$ cat config.mk
export PLATFORM = sky130hd
export DESIGN_NAME = regfile_dump_reader_flat
export DESIGN_NICKNAME = d
export VERILOG_FILES = /design/src/rtl/mips_dbg_pkg.sv /design/src/rtl/regfile_dump_reader_if.sv /design/src/rtl/regfile_dump_reader.sv /design/src/flat_wrapper.sv
export SDC_FILE = /design/constraint.sdc
export NUM_CORES = 1
export LEC_CHECK = 0
export ABC_CLOCK_PERIOD_IN_PS = 5150
export CAP_MARGIN = 10
export CORE_MARGIN = 2
export CORE_UTILIZATION = 52
export DETAILED_ROUTE_END_ITERATION = 7
export GPL_ROUTABILITY_DRIVEN = 0
export PLACE_DENSITY = 0.88
export SLEW_MARGIN = 5
export SYNTH_ARGS = -nofsm -noshare
export SYNTH_HDL_FRONTEND = slang
export SYNTH_SLANG_ARGS = --single-unit
$ cat constraint.sdc
create_clock -name clk -period 5.15 [get_ports clk]
set_clock_uncertainty 0.15 [all_clocks]
set_input_delay 0.7725 -clock clk [delete_from_list [all_inputs] [get_ports clk]]
set_output_delay 0.7725 -clock clk [all_outputs]
set_load 0.03 [all_outputs]
$ cat src/rtl/mips_dbg_pkg.sv
// Shared debug-path definitions: dump FSM state encoding and default register-file geometry.
package mips_dbg_pkg;

    localparam int unsigned DBG_WIDTH  = 32;
    localparam int unsigned DBG_DEPTH  = 32;
    localparam int unsigned DBG_ADDR_W = 5;

    typedef enum logic [1:0] {
        IDLE = 2'd0,
        LOAD = 2'd1,
        SEND = 2'd2,
        DONE = 2'd3
    } dump_state_e;

endpackage

$ cat src/rtl/regfile_dump_reader_if.sv
// Valid/ready word stream carrying one register-file entry and its index per transfer.
interface regfile_dump_reader_if #(
    parameter int unsigned WIDTH  = 32,
    parameter int unsigned ADDR_W = 5
);
    logic              out_valid;
    logic              out_ready;
    logic [WIDTH-1:0]  out_data;
    logic [ADDR_W-1:0] out_index;
    logic              out_last;

    modport master (
        output out_valid,
        output out_data,
        output out_index,
        output out_last,
        input  out_ready
    );

    modport slave (
        input  out_valid,
        input  out_data,
        input  out_index,
        input  out_last,
        output out_ready
    );
endinterface

$ cat src/rtl/regfile_dump_reader.sv
// Walks the register file through a spare async read port and streams every entry out,
// holding the core frozen so the snapshot stays coherent.
module regfile_dump_reader
    import mips_dbg_pkg::*;
#(
    parameter int unsigned WIDTH  = DBG_WIDTH,
    parameter int unsigned DEPTH  = DBG_DEPTH,
    parameter int unsigned ADDR_W = DBG_ADDR_W
) (
    input  logic                  clk,
    input  logic                  rst,
    input  logic                  start,
    input  logic                  abort,
    output logic [ADDR_W-1:0]     rd_addr,
    input  logic [WIDTH-1:0]      rd_data,
    output logic                  freeze,
    output logic                  busy,
    output logic                  done,
    regfile_dump_reader_if.master out_if
);

    localparam logic [ADDR_W-1:0] LAST_IDX  = ADDR_W'(DEPTH - 1);
    localparam logic [ADDR_W-1:0] FIRST_NXT = (DEPTH > 1) ? ADDR_W'(1) : '0;
    localparam logic              ONE_WORD  = 1'(DEPTH == 1);

    dump_state_e state;
    dump_state_e state_d;
    logic        freeze_d;
    logic        busy_d;
    logic        done_d;
    logic        hs_c;

    assign hs_c = out_if.out_valid && out_if.out_ready;

    // State register
    always_ff @(posedge clk) begin
        if (rst) state <= IDLE;
        else     state <= state_d;
    end

    // Next-state logic; abort outranks a same-cycle handshake
    always_comb begin
        state_d = state;
        unique case (state)
            IDLE: if (start) state_d = LOAD;
            LOAD: state_d = abort ? DONE : SEND;
            SEND: if (abort || (hs_c && out_if.out_last)) state_d = DONE;
            DONE: state_d = IDLE;
            default: state_d = IDLE;
        endcase
    end

    // Status outputs decoded from the upcoming state so they register in step with it
    always_comb begin
        freeze_d = 1'b0;
        busy_d   = 1'b0;
        done_d   = 1'b0;
        unique case (state_d)
            IDLE: ;
            LOAD,
            SEND: begin
                freeze_d = 1'b1;
                busy_d   = 1'b1;
            end
            DONE: begin
                busy_d = 1'b1;
                done_d = 1'b1;
            end
            default: ;
        endcase
    end

    // Read-address counter and output word register
    always_ff @(posedge clk) begin
        if (rst) begin
            rd_addr          <= '0;
            freeze           <= 1'b0;
            busy             <= 1'b0;
            done             <= 1'b0;
            out_if.out_valid <= 1'b0;
            out_if.out_data  <= '0;
            out_if.out_index <= '0;
            out_if.out_last  <= 1'b0;
        end else begin
            freeze <= freeze_d;
            busy   <= busy_d;
            done   <= done_d;
            unique case (state)
                IDLE: rd_addr <= '0;
                LOAD: begin
                    if (!abort) begin
                        out_if.out_data  <= rd_data;
                        out_if.out_index <= '0;
                        out_if.out_last  <= ONE_WORD;
                        out_if.out_valid <= 1'b1;
                        rd_addr          <= FIRST_NXT;
                    end
                end
                SEND: begin
                    if (abort) begin
                        out_if.out_valid <= 1'b0;
                    end else if (hs_c) begin
                        if (out_if.out_last) begin
                            out_if.out_valid <= 1'b0;
                        end else begin
                            out_if.out_data  <= rd_data;
                            out_if.out_index <= rd_addr;
                            out_if.out_last  <= (rd_addr == LAST_IDX);
                            // Final index is held rather than wrapped past the last register
                            if (rd_addr != LAST_IDX) rd_addr <= rd_addr + ADDR_W'(1);
                        end
                    end
                end
                DONE: rd_addr <= '0;
                default: rd_addr <= '0;
            endcase
        end
    end

endmodule

$ cat src/flat_wrapper.sv
// flat-port wrapper written by rule: the top's interface ports become plain ports
module regfile_dump_reader_flat import mips_dbg_pkg::*;
#(
    parameter int unsigned WIDTH  = DBG_WIDTH,
    parameter int unsigned DEPTH  = DBG_DEPTH,
    parameter int unsigned ADDR_W = DBG_ADDR_W
)
  (clk, rst, start, abort, rd_addr, rd_data, freeze, busy, done, out_if_out_valid, out_if_out_data, out_if_out_index, out_if_out_last, out_if_out_ready);
  regfile_dump_reader_if #(.WIDTH(WIDTH), .ADDR_W(ADDR_W)) out_if_i ();
  input  logic clk;
  input  logic rst;
  input  logic start;
  input  logic abort;
  output logic [ADDR_W-1:0] rd_addr;
  input  logic [WIDTH-1:0] rd_data;
  output logic freeze;
  output logic busy;
  output logic done;
  output wire logic [$bits(out_if_i.out_valid)-1:0] out_if_out_valid;
  output wire logic [$bits(out_if_i.out_data)-1:0] out_if_out_data;
  output wire logic [$bits(out_if_i.out_index)-1:0] out_if_out_index;
  output wire logic [$bits(out_if_i.out_last)-1:0] out_if_out_last;
  input wire logic [$bits(out_if_i.out_ready)-1:0] out_if_out_ready;
  assign out_if_out_valid = out_if_i.out_valid;
  assign out_if_out_data = out_if_i.out_data;
  assign out_if_out_index = out_if_i.out_index;
  assign out_if_out_last = out_if_i.out_last;
  assign out_if_i.out_ready = out_if_out_ready;
  regfile_dump_reader #(.WIDTH(WIDTH), .DEPTH(DEPTH), .ADDR_W(ADDR_W)) u_core (.clk(clk), .rst(rst), .start(start), .abort(abort), .rd_addr(rd_addr), .rd_data(rd_data), .freeze(freeze), .busy(busy), .done(done), .out_if(out_if_i));
endmodule
==> results.py, run 1 <==
metrics = {
    "route": {
        "ant_nets": 0,
        "avgRoutedWirePerCell_um": 16.0,
        "via_per_inst": 6.22,
        "vias": 2805,
        "drc": 0,
        "wl_mm": 7.23,
        "drtIter0Drc": 172,
        "first_pass_iters": 4,
    },
    "cells_and_area": {
        "multi_input_area_sq_mm": 0.00183,
        "drive_gt1_share_pct": 4.49,
        "fin_cells": 451,
        "stdcell_area_sq_mm": 0.00385,
        "area_growth_pct": 25.9,
        "seq_area_sq_um": 981,
        "num_antenna_cells": 0,
        "finalNetCount": 422,
        "nFillCells": 483,
    },
    "worst_setup_path": {
        "start_kind": "input port",
        "crit_path_end_kind": "flop",
        "cp_num_buf_inv": 1,
        "rrSetupSlack_ns": 2.59,
        "worst-endpoint-required_ns": 5.18,
        "crit_type": "input port to flop",
        "critPathMaxStageDelay_ns": 0.72,
        "worstPathArrival_ns": 2.78,
        "crit_slowest_cell": "nand4b_4",
        "cp_top_family": "simple AND/OR/NAND/NOR gates",
        "worst-path-max-fanout": 64,
        "worstPathCellList": "clkdlybuf4s50_1, nand4b_4, o311ai_0",
    },
    "synth": {
        "synth_seq_area_share_pct": 32.1,
        "syn_area_sq_mm": 0.00306,
        "ys_top_cells_by_count": "49 x dfxtp_1, 34 x nand2b_1, 33 x nand3b_1, 33 x nand4b_1, 32 x o31a_1",
        "synth-main-ff-cell": "dfxtp_1",
        "yosysTopAreaCell": "dfxtp_1",
        "yosys_warnings": 0,
        "synth_cells": 329,
        "syn_nets": 373,
        "yosysMostFrequentCell": "dfxtp_1",
        "yosysTopAreaCellShare_pct": 32.1,
        "synth.distinct_cells": 41,
        "synth_edf_count": 0,
        "syn_area_per_cell_sq_um": 9.29,
        "synth-seq-cells": 49,
        "synthTopCellsByArea": "dfxtp_1 32%, nand4b_1 9.5%, o31a_1 9.2%",
        "synth_async_sr_flop_share_pct": 0,
    },
    "status": {
        "status": "finished, final reports clean",
    },
    "placement": {
        "dp.cells": 442,
        "hpwlAfterDp_mm": 4.37,
        "place_area_sq_mm": 0.00374,
        "portBuffers": 83,
    },
    "sta": {
        "max_freq_ghz": 0.363,
        "worst_pin_slew_ns": 1.12,
        "rsz0062_at_grt": "no",
        "min_period_ns": 2.75,
        "setup-violations-final": 0,
        "finalHoldViolCount": 0,
        "fin_tns_setup_ns": 0,
        "min_period_over_period_pct": 53.5,
        "whs_ns": 0.355,
        "slew_violations": 0,
        "maxSlewHeadroom_pct": 25.0,
    },
    "clock_network": {
        "cts_hold_buf": 0,
        "cts_tree": "yes",
        "cts_inserted_buffers": 5,
        "cts_resized": 0,
        "clk_path_buf_depth": 2,
        "post_cts_buffers": 0,
        "cts_root_buffer": "clkbuf_8",
        "cts_max_level": 2,
        "cts.sinks": 49,
        "clk_pin_slew_ns": 0.09,
        "insertion_delay_ns": 0.30,
    },
    "die": {
        "die_area_sq_mm": 0.00651,
        "chipWidth_um": 80.7,
        "rows": 27,
        "die_h_um": 80.7,
        "io_pins": 84,
        "core_area_sq_mm": 0.00557,
        "initial_utilization_pct": 54.8,
    },
    "run": {
        "drv_cap": 0,
    },
    "power": {
        "leakage_nw": 1.23,
        "worst_ir_drop_vdd_mv": 0.263,
        "p_per_area_mw_per_mm2": 418,
    },
    "grt": {
        "track_usage_pct": 22.2,
        "grt_overflow": 0,
        "grt_pass1_vias": 2449,
        "grt_max_degree": 146,
        "antenna_found_initial": 0,
        "grt_pass1_wl_mm": 11.6,
    },
    "worst_hold_path": {
        "hold_path_class": "flop to flop",
    },
}
## tightest hold or removal path, cell delays in order (launching register included)
cell and delay [ns]:
dfxtp_1 0.32, o211ai_1 0.07, a21oi_1 0.07
## layer usage
layer	global-route usage [%]	routed length (um)	vias to the layer above
li1	-	-	1385
met1	30.8	3320	1345
met2	34.8	3440	70
met3	4.49	412	5
met4	6.10	57	0
met5	0	0	-
## flip-flops by register name, indices dropped and copies added (netlist names)
| signal | count |
|---|---|
| u_core.rd_addr | 5 |
| u_core.out_if.out_index | 5 |
| u_core.out_if.out_last | 1 |
| u_core.out_if.out_valid | 1 |
| u_core.busy | 1 |
| u_core.done | 1 |
| u_core.out_if.out_data | 32 |
| u_core.state | 2 |
| u_core.freeze | 1 |
## where the power goes
part	switching, mW	total [mW]	internal, mW
logic	0.478	0.827	0.349
clock network	0.132	0.227	0.0946
registers	0.0799	0.555	0.475
total	0.690	1.61	0.918
## logic make-up (layout without fill, tap and decap cells)
group	count (synthesis)	after routing	synth area share [%]
compound gates	93	93	24.7
fa+ha+maj	7	7	2.87
buf+inv	47	97	8.15
flops	49	49	32.1
simple gates	133	133	32.2
## through the flow
| step | power [mW] | setup WS [ns] | util (%) |
|---|---|---|---|
| detailed placement | 1.36 | 2.09 | 67.2 |
| floorplan | 1.14 | 2.94 | - |
| global placement | 1.34 | 2.20 | 67.2 |
| finish | 1.61 | 2.40 | 69.0 |
| global route | 1.70 | 2.22 | 69.0 |
| CTS | 1.59 | 2.39 | 68.7 |
## path summary, 6_finish.rpt
kind                                           start                                      end  cells after the start
min          u_core.out_if.out_index[3]$_SDFFE_PP0P_  u_core.out_if.out_index[3]$_SDFFE_PP0P_                      2
max reg2reg               u_core.state[0]$_SDFF_PP0_   u_core.out_if.out_data[0]$_SDFFE_PP0P_                      4
min reg2reg  u_core.out_if.out_index[3]$_SDFFE_PP0P_  u_core.out_if.out_index[3]$_SDFFE_PP0P_                      2
max                                 out_if_out_ready   u_core.out_if.out_data[0]$_SDFFE_PP0P_                      3
## cells in the final DEF, fill, tap and decap left out, drive strengths merged, types with 2 or more instances in the layout
cell,n
clkdlybuf4s50,81
nor3b,2
nor2b,4
nor2,4
nand3b,33
buf,4
ha,7
a31oi,2
nand2b,34
a21oi,11
nand4b,34
o311ai,33
inv,4
clkbuf,6
clkinv,2
nand3,8
o31a,32
nor3,3
o211ai,10
dfxtp,49
## layout make-up
cell class / instances / area share (%)
Inverter: 4 / 0.390
Clock buffer: 6 / 1.89
Clock inverter: 2 / 0.260
Sequential cell: 49 / 25.5
Timing Repair Buffer: 85 / 22.1
Tap cell: 72 / 2.34
Multi-Input combinational cell: 233 / 47.5
(Power assumes the default switching activity.)
==> inputs of run 2 (changes only) <==
ABC_CLOCK_PERIOD_IN_PS = 2400   (was 5150)
CORE_UTILIZATION = 44   (was 52)
PLACE_DENSITY = 0.8   (was 0.88)
clock period = 2.4 ns   (was 5.15 ns; I/O delays follow)
==> results.py, run 2 (synthesis results as in run 1) <==
metrics = {
    "status": {
        "status": "finished, final reports clean",
    },
    "sta": {
        "fin_tns_setup_ns": 0,
        "setup-violations-final": 0,
        "min_period_ns": 2.11,
        "slew_violations": 0,
        "rsz0062_at_grt": "no",
        "max_freq_ghz": 0.474,
        "maxSlewHeadroom_pct": 56.5,
        "worst_pin_slew_ns": 0.653,
        "min_period_over_period_pct": 88.0,
        "finalHoldViolCount": 0,
    },
    "power": {
        "p_int_mw": 2.01,
        "worst_ir_drop_vdd_mv": 0.398,
        "p_sw_share_pct": 42.0,
        "p_per_area_mw_per_mm2": 885,
        "switchingPower_mw": 1.46,
        "sequentialPowerShare_pct": 34.1,
        "pwr-share-clk_pct": 14.4,
        "finalPower_mw": 3.47,
        "leakage_nw": 1.26,
        "pwr-share-comb_pct": 51.5,
    },
    "worst_hold_path": {
        "hold_path_class": "flop to flop",
    },
    "grt": {
        "antenna_found_initial": 0,
        "grt_pass1_wl_mm": 11.7,
        "grt_pass1_vias": 2638,
        "grt_overflow": 0,
        "track_usage_pct": 18.3,
        "grt_max_degree": 74,
    },
    "cells_and_area": {
        "layout_common_cells": "81 x clkdlybuf4s50_1, 49 x dfxtp_1, 33 x nand4b_1, 33 x nand2b_1, 33 x nand3b_1",
        "area_growth_pct": 28.3,
        "top_register": "u_core.out_if.out_data",
        "final_common_cell": "clkdlybuf4s50_1",
        "largest_reg_flops": 32,
        "finalNetCount": 428,
        "num_antenna_cells": 0,
        "nFillCells": 608,
        "drive_gt1_share_pct": 5.73,
        "fin_cells": 464,
        "reg_top3": "u_core.out_if.out_data (32), u_core.out_if.out_index (5), u_core.rd_addr (5)",
        "stdcell_area_sq_mm": 0.00392,
    },
    "die": {
        "die_area_sq_mm": 0.00763,
        "rows": 30,
        "core_area_sq_mm": 0.00676,
        "initial_utilization_pct": 45.2,
        "die_h_um": 87.3,
        "chipWidth_um": 87.3,
        "io_pins": 84,
    },
    "placement": {
        "portBuffers": 83,
        "place_area_sq_mm": 0.00383,
        "dp.cells": 457,
        "hpwlAfterDp_mm": 4.40,
    },
    "worst_setup_path": {
        "worst-endpoint-required_ns": 2.43,
        "crit_type": "flop to flop",
        "start_kind": "flop",
        "worst-path-max-fanout": 6,
        "crit_path_end_kind": "flop",
        "worstPathArrival_ns": 2.14,
        "rrSetupSlack_ns": 0.29,
    },
    "clock_network": {
        "cts_max_level": 2,
        "clk_pin_slew_ns": 0.09,
        "clk_path_buf_depth": 2,
        "cts_hold_buf": 0,
        "cts.sinks": 49,
        "cts_resized": 0,
        "cts_tree": "yes",
        "insertion_delay_ns": 0.29,
        "cts_inserted_buffers": 5,
        "cts_root_buffer": "clkbuf_8",
        "post_cts_buffers": 0,
    },
    "route": {
        "vias": 2828,
        "ant_nets": 0,
        "drc": 0,
        "via_per_inst": 6.09,
        "first_pass_iters": 4,
        "wl_mm": 6.95,
        "drtIter0Drc": 143,
        "avgRoutedWirePerCell_um": 15.0,
    },
    "run": {
        "drv_cap": 0,
    },
}
-- run 2: cell type report --
class                      instances  area (sq um)  share of cell area, %
multi-input combinational        233          1830                   46.6
sequential                        49           981                   25.0
timing repair buffer              91           908                   23.2
tap                               80           100                   2.55
clock buffer                       7          86.3                   2.20
inverter                           4          15.0                  0.383
-- run 2: worst max-delay path, stage by stage, from the launching register on --
cell	delay (ns)
dfxtp_1	0.37
ha_1	0.23
and3_1	0.19
ha_1	0.19
nand4bb_1	0.34
o311ai_0	0.41
a21oi_1	0.11
-- run 2: power groups by stage --
stage	clock network (mW)	logic, mW	registers (mW)
global placement	0	1.75	1.19
floorplan	0	0.919	1.52
CTS	0.508	1.80	1.18
finish	0.498	1.79	1.18
global route	0.540	1.94	1.21
detailed placement	0	1.79	1.20
-- run 2: through the flow --
step / util [%] / hold WS (ns) / worst slack [ns]
4_1_cts: 58.0 / 0.344 / 0.313
2_1_floorplan: - / 0.408 / 0.362
6_report: 58.0 / 0.344 / 0.289
3_3_place_gp: 56.7 / 0.326 / 0.242
3_5_place_dp: 56.7 / 0.331 / 0.210
5_1_grt: 58.0 / 0.369 / 0.110
-- run 2: path summary, 6_finish.rpt --
kind / start / endpoint / cells past startpoint
max: u_core.rd_addr[1]$_SDFFE_PP0P_ / u_core.rd_addr[2]$_SDFFE_PP0P_ / 6
min: u_core.out_if.out_index[0]$_SDFFE_PP0P_ / u_core.out_if.out_index[0]$_SDFFE_PP0P_ / 2
max reg2reg: u_core.rd_addr[1]$_SDFFE_PP0P_ / u_core.rd_addr[2]$_SDFFE_PP0P_ / 6
min reg2reg: u_core.out_if.out_index[0]$_SDFFE_PP0P_ / u_core.out_if.out_index[0]$_SDFFE_PP0P_ / 2
-- run 2: per-layer routing --
layer	vias up	global-route usage (%)	wire length [um]
met3	5	4.93	368
li1	1399	-	-
met2	63	30.5	3260
met1	1361	24.1	3280
met4	0	3.08	43
met5	-	0	0
